$ cat config.mk
export PLATFORM = sky130hd
export DESIGN_NAME = pri_encoder_seq
export DESIGN_NICKNAME = d
export VERILOG_FILES = /design/src/rtl/pri_encoder_seq.sv
export SDC_FILE = /design/constraint.sdc
export NUM_CORES = 1
export LEC_CHECK = 0
export ABC_CLOCK_PERIOD_IN_PS = 3400
export CORE_MARGIN = 2
export CORE_UTILIZATION = 41
export DETAILED_ROUTE_END_ITERATION = 8
export PLACE_DENSITY = 0.86
export REMOVE_ABC_BUFFERS = 1
export SETUP_SLACK_MARGIN = 0.4
export SLEW_MARGIN = 15
export SYNTH_ARGS = -nofsm -noshare
export SYNTH_HDL_FRONTEND = slang
export SYNTH_SLANG_ARGS = --single-unit
$ cat constraint.sdc
create_clock -name clk -period 3.4 [get_ports clk]
set_input_delay 0.34 -clock clk [delete_from_list [all_inputs] [get_ports clk]]
set_output_delay 0.34 -clock clk [all_outputs]
set_load 0.02 [all_outputs]
$ cat src/rtl/pri_encoder_seq.sv
// Sequential 8-to-3 encoder: accumulates request lines into a pending register and
// offers one index at a time over valid/ready, clearing each bit once it is accepted.
module pri_encoder_seq #(
  parameter int RR_MODE = 0
) (
  input  logic       clk,
  input  logic       rst_n,
  input  logic [7:0] req,
  input  logic       en,
  input  logic       ready,
  output logic [2:0] code,
  output logic       valid,
  output logic [7:0] pend,
  output logic       any_pend
);

  typedef enum logic {IDLE, HOLD} state_t;

  state_t     state, state_d;
  logic [2:0] code_q, code_d;
  logic [2:0] last_code, last_d;
  logic [2:0] sel_code, idx;
  logic [7:0] pend_q, pend_d, clr;
  logic       found;

  // Fixed mode keeps the highest set bit; round-robin takes the first set bit after last_code.
  always_comb begin
    sel_code = '0;
    idx      = '0;
    found    = 1'b0;
    if (RR_MODE == 0) begin
      for (int unsigned i = 0; i < 8; i++) begin
        if (pend_q[i]) sel_code = 3'(i);
      end
    end else begin
      for (int unsigned k = 1; k <= 8; k++) begin
        idx = last_code + 3'(k);
        if (!found && pend_q[idx]) begin
          sel_code = idx;
          found    = 1'b1;
        end
      end
    end
  end

  always_comb begin
    state_d = state;
    code_d  = code_q;
    last_d  = last_code;
    clr     = '0;
    case (state)
      IDLE: begin
        if (en && (pend_q != '0)) begin
          code_d  = sel_code;
          state_d = HOLD;
        end
      end
      HOLD: begin
        if (ready) begin
          clr[code_q] = 1'b1;
          last_d      = code_q;
          state_d     = IDLE;
        end
      end
    endcase
    // A request arriving on the same edge as the clear keeps the bit set.
    pend_d = (pend_q & ~clr) | req;
  end

  always_ff @(posedge clk) begin
    if (!rst_n) begin
      state     <= IDLE;
      code_q    <= '0;
      last_code <= '1;
      pend_q    <= '0;
    end else begin
      state     <= state_d;
      code_q    <= code_d;
      last_code <= last_d;
      pend_q    <= pend_d;
    end
  end

  assign code     = code_q;
  assign valid    = (state == HOLD);
  assign pend     = pend_q;
  assign any_pend = |pend_q;

endmodule

==> impl_metrics.json <==
{
  "synth_top_cell_by_area": "dfxtp_1",
  "path_buf_inv": 1,
  "syn_to_final_growth_pct": 51.6,
  "post-route-period-util": 0.572,
  "drt_wl_total_um": 1220,
  "cp_slowest_cell": "clkdlybuf4s50_1",
  "design_area_um2": 816,
  "cts_max_path_buffers": 2,
  "fp.dieH_um": 40.2,
  "placementRows": 13,
  "layout.cells.non_filler": 98,
  "endpoint_kind": "output pin",
  "root_buffer": "clkbuf_4",
  "cts-resized-gates": 0,
  "cp_cell_sequence": "nor4_2, nand2_1, clkdlybuf4s50_1",
  "whs_path_depth": 2,
  "clk_pin_slew_ns": 0.08,
  "final_antenna_net_count": 0,
  "htree_levels": 1,
  "critical_path.startpoint_type": "register",
  "yosysMostFrequentCell": "o21a_1",
  "holdPathEnd": "code[1]$_SDFFE_PN0P_",
  "placed_area_um2": 793,
  "critPathTopFamily": "buffers and inverters",
  "p_per_area_nw_per_um2": 414,
  "slew_violations": 0,
  "fin_tns_setup_ns": 0,
  "wire_per_inst_um": 12.5,
  "r2r_start": "pend[1]$_SDFF_PN0_",
  "fin_nets": 97,
  "diodes": 0,
  "synth_top_area_frac": 0.447,
  "hold_viol_final": 0,
  "peakVddDrop_mv": 0.308,
  "drive_gt1_frac": 0.0723,
  "worst-slew-pin-transition_ns": 0.444,
  "slew_headroom": 0.703,
  "cts_buffers": 3,
  "vias": 506,
  "reg2reg_slack_ns": 2.20,
  "grt_pass1_vias": 448,
  "crit_type": "reg2out",
  "maxCapViolations": 0,
  "fin_skew_ns": 0.00899,
  "synth_area_leaders": "dfxtp_1, o21a_1, nor2_1, nor4_4, nand2b_1",
  "routabilityCongestion": 0.774,
  "whs_ns": 0.558,
  "dieArea_um2": 1620,
  "reg2reg_depth": 4,
  "ys_seq_area_frac": 0.447,
  "synth_flop_cell": "dfxtp_1",
  "cts.sinks": 12,
  "grt_max_degree": 14,
  "critPathMaxStageDelay_ns": 0.54,
  "finalSetupViolCount": 0,
  "ys_types": 21,
  "async_reset_ff_frac": 0,
  "ctsHoldBuffers": 0,
  "post-cts-setup-buffers": 0,
  "cts_tree": "done",
  "outcome": "complete, no violations",
  "synth_common_cells": "o21a_1, dfxtp_1, nor2_1, nand2_1, nand2b_1",
  "worst-path-max-fanout": 4,
  "required_ns": 3.06,
  "overflow": 0,
  "fmax_ghz": 0.514,
  "rsz0062_at_grt": "false",
  "drtIter0Drc": 13,
  "fin_crit_ns": 1.94,
  "synth_edf_count": 0,
  "dpl.hpwl_um": 907,
  "synth_cells": 57,
  "die_x_um": 40.2,
  "insertion_delay_ns": 0.27,
  "firstDrtPassIters": 3,
  "core_um2": 1270,
  "syn_avg_cell_area_um2": 9.44,
  "r2r-end": "code[1]$_SDFFE_PN0P_",
  "hold_path_startpoint": "code[1]$_SDFFE_PN0P_",
  "drc": 0,
  "holdCritPathClass": "reg2reg",
  "syn-cell-area_um2": 538,
  "yosys_register_bits": 12,
  "port_buffers": 24,
  "ys_warn_count": 0,
  "critical_path_arrival_ns": 1.60,
  "io_pins": 25,
  "cp-startpoint": "pend[1]$_SDFF_PN0_",
  "grt_pass1_wl_um": 1900,
  "p_leak_nw": 0.299,
  "grt_util_all_layers": 0.188,
  "dp.cells": 95,
  "floorplan.initialDensity": 0.424,
  "drt-vias-per-instance": 5.16,
  "antenna_found_initial": 0
}
## metrics by stage
stage	setup WS [ns]	util	total power [W]
detailed placement	1.73	0.625	0.000255
CTS	1.43	0.643	0.000343
floorplan	2.12	-	0.000211
finish	1.46	0.643	0.000338
global placement	1.76	0.625	0.000254
global route	1.35	0.643	0.000357
## cells in the final DEF (no fill, tap or decap), types with 2 or more instances in the layout
cell | synthesis | layout
a21oi_1 | 2 | 2
nand2b_1 | 3 | 3
o21a_1 | 13 | 13
clkdlybuf4s50_1 | 0 | 24
dfxtp_1 | 12 | 12
o31a_1 | 2 | 2
nor2_1 | 6 | 6
clkbuf_4 | 0 | 3
nand2_1 | 4 | 4
inv_1 | 2 | 2
## routing by layer
metal | part of all wire | wire length [um] | track usage | vias up
li1 | - | - | - | 257
met1 | 0.47 | 578 | 0.220 | 230
met2 | 0.46 | 561 | 0.298 | 17
met3 | 0.047 | 58 | 0.0833 | 2
met4 | 0.020 | 24 | 0.0750 | 0
met5 | 0 | 0 | 0 | -
## report_power, final
part / internal (W) / leakage, nW / switching [W] / total, W
Clock: 0.0000409 / 0.0138 / 0.0000452 / 0.0000862
Combinational: 0.0000472 / 0.185 / 0.0000359 / 0.0000831
Sequential: 0.000152 / 0.100 / 0.0000165 / 0.000169
Total: 0.000240 / 0.299 / 0.0000976 / 0.000338
## kinds of logic after synthesis
group / after synthesis / synth area share
buf+inv: 3 / 0.0209
flops: 12 / 0.447
simple gates: 19 / 0.212
compound gates: 23 / 0.321
## cell type report
type | instances | area (um^2)
clock buffer | 3 | 22.5
multi-input combinational | 42 | 287
fill | 112 | 453
sequential | 12 | 240
timing repair buffer | 24 | 240
inverter | 2 | 7.51
tap | 15 | 18.8
## sequential cells by signal, indices dropped and copies added (netlist names)
register,count
code,3
pend,8
valid,1
## worst min-delay path: stages, from the launching register on
cell	delay, ns
dfxtp_1	0.38
nand2_1	0.09
o21ai_1	0.05
## worst max path at each step
| stage | endpoint | depth (start not counted) |
|---|---|---|
| final | any_pend | 3 |
| after floorplan | any_pend | 2 |
| after global placement | any_pend | 3 |
| after detailed placement | any_pend | 3 |
| after global routing | any_pend | 3 |
| after CTS | any_pend | 3 |
No activity file was read; power rests on OpenSTA's default activity.
